<file path="src/rtl/uart_pkg.sv">
// uart_pkg: shared types and constant helpers for the UART transmitter
// (and the future receiver).
package uart_pkg;

  // Transmitter FSM states; ST_PARITY is only visited when parity is built in.
  typedef enum logic [2:0] {
    ST_IDLE,
    ST_START,
    ST_DATA,
    ST_PARITY,
    ST_STOP
  } uart_state_e;

  // Minimum index width able to count 0..value-1 (never less than 1 bit).
  function automatic int clog2(input int value);
    int w;
    w = 1;
    for (int k = 1; k < 32; k++) begin
      if ((1 << k) < value) w = k + 1;
    end
    return w;
  endfunction

  // Clocks occupied by one complete frame on the line.
  function automatic int frame_clks(input int data_w, input int p,
                                    input int stop_bits, input int clks_per_bit);
    return (1 + data_w + p + stop_bits) * clks_per_bit;
  endfunction

endpackage

</file>
<file path="src/rtl/uart_baud_gen.sv">
// uart_baud_gen: bit-period counter. Counts 0..CLKS_PER_BIT-1, wraps by itself
// at the end of each bit and can be held at zero with i_clr.
module uart_baud_gen
  import uart_pkg::*;
#(
  parameter int CLKS_PER_BIT = 16,
  parameter int CNT_W        = clog2(CLKS_PER_BIT)
) (
  input  logic             clk,
  input  logic             rst,
  input  logic             i_clr,
  output logic [CNT_W-1:0] o_count,
  output logic             o_bit_end
);

  logic [CNT_W-1:0] r_count;

  assign o_count   = r_count;
  assign o_bit_end = (r_count == CNT_W'(CLKS_PER_BIT - 1));

  // Free-running bit counter, restarted at every bit boundary or while cleared.
  always_ff @(posedge clk or negedge rst) begin
    if (!rst) begin
      r_count <= '0;
    end else if (i_clr || o_bit_end) begin
      r_count <= '0;
    end else begin
      r_count <= r_count + 1'b1;
    end
  end

endmodule

</file>
<file path="src/rtl/uart_tx_gen.sv">
// uart_tx_gen: parametrised UART transmitter with a one-word holding register
// so back-to-back frames leave no idle gap on the line.
// Optional feature: define UART_TX_PARITY_EN to insert a parity bit after the
// data bits (even/odd selected per word by parity_odd).
module uart_tx_gen
  import uart_pkg::*;
#(
  parameter int DATA_W       = 8,
  parameter int CLKS_PER_BIT = 16,
  parameter int STOP_BITS    = 1,
  parameter int LSB_FIRST    = 1
) (
  input  logic              clk,
  input  logic              rst,
  input  logic              load,
  input  logic [DATA_W-1:0] tx_data,
  input  logic              parity_odd,
  output logic              ready,
  output logic              serial_out,
  output logic              parallel_in_active,
  output logic              done
);

  localparam int BIT_W = clog2(DATA_W);
  localparam int CNT_W = clog2(CLKS_PER_BIT);

  uart_state_e       r_state;
  logic [DATA_W-1:0] r_shift;
  logic [BIT_W-1:0]  r_bit_idx;
  logic              r_stop_idx;
  logic [DATA_W-1:0] r_hold;
  logic              r_hold_full;
  logic              r_ready;
  logic              r_serial;
  logic              r_active;
  logic              r_done;

`ifdef UART_TX_PARITY_EN
  logic              r_hold_par_odd;
  logic              r_par_bit;
`else
  logic              w_unused;
  assign w_unused = parity_odd;
`endif

  logic [CNT_W-1:0]  w_count;
  logic              w_bit_end;
  logic              w_baud_clr;
  logic              w_last_stop;
  logic              w_drain;
  logic              w_accept;
  logic              w_done_next;
  logic              w_head;
  logic [DATA_W-1:0] w_shift_next;

  assign ready              = r_ready;
  assign serial_out         = r_serial;
  assign parallel_in_active = r_active;
  assign done               = r_done;

  // The line idles in IDLE, so the counter sits at zero and the start bit
  // always gets a full period.
  assign w_baud_clr = (r_state == ST_IDLE);

  uart_baud_gen #(
    .CLKS_PER_BIT(CLKS_PER_BIT),
    .CNT_W       (CNT_W)
  ) u_baud (
    .clk      (clk),
    .rst      (rst),
    .i_clr    (w_baud_clr),
    .o_count  (w_count),
    .o_bit_end(w_bit_end)
  );

  assign w_last_stop = (r_stop_idx == 1'(STOP_BITS - 1));

  // Held word moves to the shifter from IDLE, or straight from the end of the
  // final stop bit so the next start bit follows with no gap.
  assign w_drain = r_hold_full &&
                   ((r_state == ST_IDLE) ||
                    ((r_state == ST_STOP) && w_bit_end && w_last_stop));

  assign w_accept = load && r_ready;

  // done is registered, so it is armed one clock before the final stop cycle.
  assign w_done_next = (r_state == ST_STOP) && w_last_stop &&
                       (w_count == CNT_W'(CLKS_PER_BIT - 2));

  // Next bit to put on the line and the shifter after it has been consumed.
  assign w_head       = (LSB_FIRST != 0) ? r_shift[0] : r_shift[DATA_W-1];
  assign w_shift_next = (LSB_FIRST != 0) ? (r_shift >> 1) : (r_shift << 1);

  // Holding register: capture on accepted load, release when drained.
  always_ff @(posedge clk or negedge rst) begin
    if (!rst) begin
      r_hold      <= '0;
      r_hold_full <= 1'b0;
      r_ready     <= 1'b1;
`ifdef UART_TX_PARITY_EN
      r_hold_par_odd <= 1'b0;
`endif
    end else if (w_accept) begin
      r_hold      <= tx_data;
      r_hold_full <= 1'b1;
      r_ready     <= 1'b0;
`ifdef UART_TX_PARITY_EN
      r_hold_par_odd <= parity_odd;
`endif
    end else if (w_drain) begin
      r_hold_full <= 1'b0;
      r_ready     <= 1'b1;
    end
  end

  // Frame sequencer with registered line, activity and done outputs.
  always_ff @(posedge clk or negedge rst) begin
    if (!rst) begin
      r_state    <= ST_IDLE;
      r_shift    <= '0;
      r_bit_idx  <= '0;
      r_stop_idx <= 1'b0;
      r_serial   <= 1'b1;
      r_active   <= 1'b0;
      r_done     <= 1'b0;
`ifdef UART_TX_PARITY_EN
      r_par_bit  <= 1'b0;
`endif
    end else begin
      r_done <= w_done_next;
      case (r_state)
        ST_IDLE: begin
          if (w_drain) begin
            r_state  <= ST_START;
            r_shift  <= r_hold;
            r_serial <= 1'b0;
            r_active <= 1'b1;
`ifdef UART_TX_PARITY_EN
            r_par_bit <= (^r_hold) ^ r_hold_par_odd;
`endif
          end
        end
        ST_START: begin
          if (w_bit_end) begin
            r_state   <= ST_DATA;
            r_bit_idx <= '0;
            r_serial  <= w_head;
            r_shift   <= w_shift_next;
          end
        end
        ST_DATA: begin
          if (w_bit_end) begin
            if (r_bit_idx == BIT_W'(DATA_W - 1)) begin
`ifdef UART_TX_PARITY_EN
              r_state  <= ST_PARITY;
              r_serial <= r_par_bit;
`else
              r_state    <= ST_STOP;
              r_serial   <= 1'b1;
              r_stop_idx <= 1'b0;
`endif
            end else begin
              r_bit_idx <= r_bit_idx + 1'b1;
              r_serial  <= w_head;
              r_shift   <= w_shift_next;
            end
          end
        end
        ST_PARITY: begin
          if (w_bit_end) begin
            r_state    <= ST_STOP;
            r_serial   <= 1'b1;
            r_stop_idx <= 1'b0;
          end
        end
        ST_STOP: begin
          if (w_bit_end) begin
            if (w_last_stop) begin
              if (r_hold_full) begin
                r_state  <= ST_START;
                r_shift  <= r_hold;
                r_serial <= 1'b0;
`ifdef UART_TX_PARITY_EN
                r_par_bit <= (^r_hold) ^ r_hold_par_odd;
`endif
              end else begin
                r_state  <= ST_IDLE;
                r_serial <= 1'b1;
                r_active <= 1'b0;
              end
            end else begin
              r_stop_idx <= 1'b1;
            end
          end
        end
        default: begin
          r_state  <= ST_IDLE;
          r_serial <= 1'b1;
          r_active <= 1'b0;
        end
      endcase
    end
  end

endmodule

</file>
<file path="config.mk">
export PLATFORM = sky130hd
export DESIGN_NAME = uart_tx_gen
export DESIGN_NICKNAME = d
export VERILOG_FILES = /design/src/rtl/uart_pkg.sv /design/src/rtl/uart_baud_gen.sv /design/src/rtl/uart_tx_gen.sv
export SDC_FILE = /design/constraint.sdc
export NUM_CORES = 1
export LEC_CHECK = 0
export CORE_MARGIN = 4
export CORE_UTILIZATION = 60
export CTS_BUF_LIST = sky130_fd_sc_hd__clkbuf_4 sky130_fd_sc_hd__clkbuf_8
export CTS_CLUSTER_SIZE = 25
export DETAILED_ROUTE_END_ITERATION = 8
export PLACE_DENSITY = 0.76
export SLEW_MARGIN = 15
export SYNTH_ARGS = -nofsm -noshare
export SYNTH_HDL_FRONTEND = slang
export SYNTH_HIERARCHICAL = 1
export SYNTH_SLANG_ARGS = --single-unit
</file>
<file path="constraint.sdc">
create_clock -name clk -period 3.3 [get_ports clk]
set_input_delay 0.495 -clock clk [delete_from_list [all_inputs] [get_ports clk]]
set_output_delay 0.495 -clock clk [all_outputs]
set_load 0.02 [all_outputs]
</file>
Yosys cells after proc, flatten, opt, wreduce, memory -nomap -nowiden
Index checks and enable logic that the tools add are counted.
- register bits after elaboration: 89
- bits of input ports: 12
- output and inout bits: 4
- word-level logic and storage cells: 96
- $add $sub $neg: 2
- equal/unequal tests: 17
- mux-type cells: 44
- bitwise operators: 2
- reductions and logical operators: 20
- operators with widths (kind ; count):
    two-way mux 32 bit ; 4
    adder 32 x 1 -> 32 bit (second input constant) ; 2
    == test 32 x 4 -> 1 bit (second input constant) ; 2
    case mux 32 bit (2 select lines) ; 1
    two-way mux 8 bit ; 7
    == test 32 x 3 -> 1 bit (second input constant) ; 1
    case mux 8 bit (4 select lines) ; 1
    two-way mux 3 bit ; 7
    two-way mux 1 bit ; 20
    case mux 3 bit (5 select lines) ; 1
    inequality test 2 bit (second input constant) ; 6
    AND reduction 5 bit ; 2
    inequality test 2 x 1 -> 1 bit (second input constant) ; 4
    AND reduction 8 bit ; 1
    AND reduction 7 bit ; 1
    == test 3 x 2 -> 1 bit (second input constant) ; 2
    logical AND 1 bit ; 6
    case mux 1 bit (3 select lines) ; 2
    AND reduction 6 bit ; 1
    case mux 1 bit (5 select lines) ; 1
    AND reduction 4 bit ; 1
    nonzero test 2 bit ; 2
    nonzero test 4 bit ; 1
    == test 3 x 1 -> 1 bit (second input constant) ; 1
    other kinds (6) ; 8

Logic depth before layout (Yosys ltp)
- depth after elaboration: 7
- gate-level depth with buffers: 11
- depth with buffers taken out: 9

Cells and area by module
The synthesis kept the hierarchy.
- modules (own cells, without submodules) (module ; instances ; cells an instance ; area each (µm²) ; sequential area each (µm²)):
    uart_tx_gen ; 1 ; 294 ; 2965.3 ; 1403.8
    uart_baud_gen ; 1 ; 180 ; 1746.7 ; 800.8

Worst setup path before layout
OpenSTA, ideal clock, no wires.
- kind: flip-flop to flip-flop
- start point: register u_baud.r_count[0] (netlist: u_baud/o_count[0])
- end point: register r_bit_idx[6]
- setup time: 0.066 ns
- data arrival time: 2.525 ns
- data required time: 3.234 ns
- slack: 0.709 ns
- cell stages (with the launch flop): 12
- buffers on the path: 2
- period minus slack after synthesis: 2.591 ns
- path through: dfrtp_1 ha_1 and3_1 buf_2 nand4_1 nor2_1 nand2b_1 nor3_2 buf_4 nand4_1 or4_1 nand2_1
- cells in the longest elaborated chain, start to end: 3
- elaborated cells between the ends (all ways): 4
- classes of those cells: eq/ne (3); reduce/logical (1)
- RTL lines (what ; line ; source):
    start: declaration ; uart_baud_gen.sv:16 ; logic [CNT_W-1:0] r_count;
    start signal: assignment ; uart_baud_gen.sv:28 ; r_count <= r_count + 1'b1;
    == test 32 x 4 -> 1 bit (*) ; uart_baud_gen.sv:19 ; assign o_bit_end = (r_count == CNT_W'(CLKS_PER_BIT - 1));
    via w_bit_end ; uart_tx_gen.sv:47 ; logic w_bit_end;
    inequality test 2 x 1 -> 1 bit (no source line) ; - ;
    AND reduction 4 bit (no source line) (*) ; - ;
    end signal: assignment ; uart_tx_gen.sv:163 ; r_bit_idx <= r_bit_idx + 1'b1;
    end: declaration ; uart_tx_gen.sv:29 ; logic [BIT_W-1:0] r_bit_idx;
Mark *: on every way through the listed nets, which the timed path passes. The rest lies on a longest branch.
A chain may end at the register's enable or synchronous reset.

Worst setup path after layout
- start point: register u_baud.r_count[27] (netlist: u_baud/o_count[27])
- end point: register r_bit_idx[28]
The elaborated chain is that of the path after synthesis.

==> results.txt <==
The initial detailed-routing violation count came out at 280. From left edge to right edge, the die measures 96.62 um. The starting density of the core came out at 61.30%. STA classifies the critical path startpoint as a flip-flop. For this run, the detailed router's first-pass iteration total came to 6. The I/O pin total came out at 16. The critical path data arrival time came out at 3040 ps. After detailed routing, the total wire length is 9548 um. The area taken by flip-flops and latches came out at 2205 um^2. Summing all multi-input logic gate instances after layout gives 2366 um^2.

The floorplan step defined a die boundary enclosing 9335 um^2. The tree is rooted in a sky130_fd_sc_hd__clkbuf_8. Setup violations remaining at the end of the flow were counted as 0. The final setup skew came out at 16.58 ps.

Dividing total power by cell area gives a power density of 366.3 nW/um^2. The most used flip-flop cell after synthesis is sky130_fd_sc_hd__dfrtp_1. Setup repair after global routing left no endpoint under its margin. The slew at the pin with the worst max-slew slack came out at 737.6 ps. The number of enable-type register cells in the synthesized netlist came out at 0. The DRC violations left came out at 0. The final hold violation count came out at 0.

The count of nets left with antenna violations once routing finished came out at 0. Of all cell types, the one taking the most synthesized area is sky130_fd_sc_hd__dfrtp_1. The post-CTS clock slew at the launch and capture registers of the worst setup and hold paths is 100 ps.

Together, buffers and inverters on the worst path number 0. The critical-path cell with the highest stage delay is sky130_fd_sc_hd__or4_1. The max-slew headroom at the worst pin is 50.64%. Subtracting the final worst setup slack from the clock period gives 2742 ps. The post-CTS repair timing setup buffer count is 0. Entering global routing, the biggest net connects 86 pins. The number of distinct library cells after synthesis is 53. The worst hold path class is in -> async. The clock net in this run drives a total of 88 sinks. At the end of routability-driven placement, the weighted congestion stood at 0.8527.

The cts-stage hold buffer count came out at 0. The total instance count after detailed placement is 580. The setup slack on the worst flop-to-flop path came out at 560 ps. For this run, asynchronously set or reset flops after synthesis account for 100.0%. The total via count in the routed design came out at 3782.

The met3 track demand over resource in global routing came out at 3.172%. The type of the worst setup path is reg -> reg. The fill cell instance count of the final layout is 634. The global routing met2 resource utilization is 33.65%.

The synthesized instance count is 474. The area after detailed placement came out at 4941 um^2. The data required time at the worst endpoint came out at 3590 ps. Derived from the worst setup path, the maximum achievable clock frequency is 364.6 MHz. The number of synthesized register bits came out at 88. The maximum fanout count along the critical path is 7. The core region is 7687 um^2.

Max-cap violations in this run came to 0. The chip height is 96.62 um. The design draws 1.882 mW. In this run the deepest clock path goes through 2 buffers.

The fraction of layout cells with a size suffix above 1 is 13.33%. The area growth from synthesis to layout came out at 9.028%. The number of nets in the synthesized netlist came out at 488.

In the post-synthesis netlist, the cell with the most instances is sky130_fd_sc_hd__dfrtp_1. Summed over all cells, the static leakage comes to 2.212 nW. The initial antenna violation count is 0. The number of antenna diodes in the final layout is 0. The kind of cell with the highest combined delay along the critical path is simple AND/OR/NAND/NOR gates. Sorting the synthesized cells by area gives the leading types as sky130_fd_sc_hd__dfrtp_1 46%, sky130_fd_sc_hd__xor2_1 4.8%, sky130_fd_sc_hd__mux2_2 3.8%, sky130_fd_sc_hd__nand4_1 3.7%, sky130_fd_sc_hd__nor2_1 3.6%. Dividing the synthesized area by the synthesized cell count gives 9.941 um^2.

Across the VDD grid, the largest voltage drop is 0.2604 mV. The number of clock buffers inserted by TritonCTS is 9. Setup slack closes at 557.5 ps. At the later pin of the worst-skew pair, clock insertion delay measures 360 ps.

After synthesis, the largest area contributor takes up 45.67% of total cell area. The final HPWL from detailed placement is 6508 um. The post-cts repair resize count came out at 0. Traced cell by cell, the critical path runs through nor4_1 -> nand4_1 -> nor2_1 -> nand2b_1 -> nor3_2 -> nand3_4 -> or4_1 -> a21oi_1. OpenSTA, run right after detailed placement, puts the worst setup slack at 587.6 ps. The post-synthesis instance area came out at 4712 um^2. The total number of yosys warnings is 6. The total global-route track usage came out at 21.48%. The number of cells in the finished layout apart from fillers is 597. The H-tree was split into 3 levels.

The launching point of the worst reg2reg path is u_baud/o_count[27]. The mean number of vias per cell came out at 6.335. The share of the Yosys chip area taken by registers is 46.79%.

For the final routed database, the setup TNS stands at 0 ps. The total congestion overflow after global routing is 0. The number of cells on the worst reg-to-reg path is 8. The number of core rows is 32. The final layout net count came out at 504.

The wire length of the first global-routing pass is 16790 um. The via count of the first global-routing pass is 3516. The detail-routed net length per standard cell is 15.99 um.

In this run the most used layer during global routing was met2. The launching instance or port of the critical path is u_baud/o_count[27]. With fillers left out, the area of the finished cells amounts to 5137 um^2.

The max-slew violation total from the final report came out at 0. The worst register-to-register path ends at r_bit_idx[28]. The flow ran to the end, and the final reports show no timing, DRC or antenna violations. By count the netlist is led by 86 x sky130_fd_sc_hd__dfrtp_1, 45 x sky130_fd_sc_hd__nor2_1, 31 x sky130_fd_sc_hd__a21oi_1.

The stage delay of the slowest cell on the critical path is 520 ps. The critical path endpoint category is a flip-flop. The share of the clock period used by the worst path after layout is 83.11%. The clock tree from TritonCTS is done. For this run, global-route usage on met1 was measured as 31.26%. The quantity of I/O buffers inserted on ports came out at 14.
## kinds of logic after synthesis
family | Yosys count | synth area share, %
muxes | 26 | 6.160
DFF | 88 | 46.79
adders and majority gates | 2 | 0.5310
and+or+nand+nor | 221 | 28.07
buffers and inverters | 29 | 3.080
xor gates and xnor gates | 32 | 6.107
AOI/OAI and AO/OA | 76 | 9.267
## cell usage in the layout (no fill, tap or decap), types with 3 or more instances in the layout
master,instances
sky130_fd_sc_hd__o211ai_1,3
sky130_fd_sc_hd__nor4_1,20
sky130_fd_sc_hd__clkdlybuf4s50_1,13
sky130_fd_sc_hd__mux2_2,16
sky130_fd_sc_hd__o21ai_0,19
sky130_fd_sc_hd__mux2_1,8
sky130_fd_sc_hd__xor2_1,26
sky130_fd_sc_hd__nand2_1,25
sky130_fd_sc_hd__nand4_1,28
sky130_fd_sc_hd__dfrtp_1,86
sky130_fd_sc_hd__nor2b_1,3
sky130_fd_sc_hd__nand2b_1,3
sky130_fd_sc_hd__o21ai_1,4
sky130_fd_sc_hd__a21oi_1,31
sky130_fd_sc_hd__or3_1,15
sky130_fd_sc_hd__and4_1,5
sky130_fd_sc_hd__clkbuf_8,9
sky130_fd_sc_hd__o21bai_1,3
sky130_fd_sc_hd__nor2_1,45
sky130_fd_sc_hd__and2_1,4
sky130_fd_sc_hd__xnor2_1,5
sky130_fd_sc_hd__nor3_1,8
sky130_fd_sc_hd__inv_1,9
sky130_fd_sc_hd__inv_6,3
sky130_fd_sc_hd__or4_1,13
sky130_fd_sc_hd__buf_4,10
sky130_fd_sc_hd__and3_1,4
sky130_fd_sc_hd__o31ai_1,11
sky130_fd_sc_hd__nand3_1,27
## per-layer routing
metal | share of wire [%] | wire length, um | vias up
met5 | 0 | 0 | -
met4 | 1.4 | 131 | 0
li1 | - | - | 1794
met1 | 48 | 4550 | 1897
met3 | 3.9 | 370 | 10
met2 | 47 | 4495 | 81
## registers in the layout, summed over array words and instances (netlist names), 3 cells and up
signal	flops
r_shift	8
r_bit_idx	32
u_baud/o_count	32
r_hold	8
r_state	3
## layout make-up
class	instances	area share, %
well taps	102	2.484
repair buffers	24	4.384
clock buffers	9	2.411
clock inverters	7	1.023
multi-input cells	357	46.05
inverters	10	0.7306
flip-flops and latches	88	42.91
## worst max path at each step
stage	slack, ps	endpoint	depth (start not counted)
floorplan	710	r_bit_idx[6]	11
global placement	600	r_bit_idx[6]	9
detailed placement	590	r_bit_idx[28]	8
CTS	560	r_bit_idx[6]	9
global route	310	r_bit_idx[28]	8
finish	560	r_bit_idx[28]	8
## through the flow
step | hold WS, ps | util, %
finish | 104.9 | 66.83
global route | 136.1 | 66.83
CTS | 373.7 | 66.57
detailed placement | 474.2 | 64.27
global placement | 460.9 | 64.27
floorplan | 199.4 | -
## power by group
group	switching [mW]	internal (mW)
logic	0.0340	0.0395
clock network	0.403	0.280
registers	0.0163	1.11
total	0.453	1.43
(Power assumes the default switching activity.)
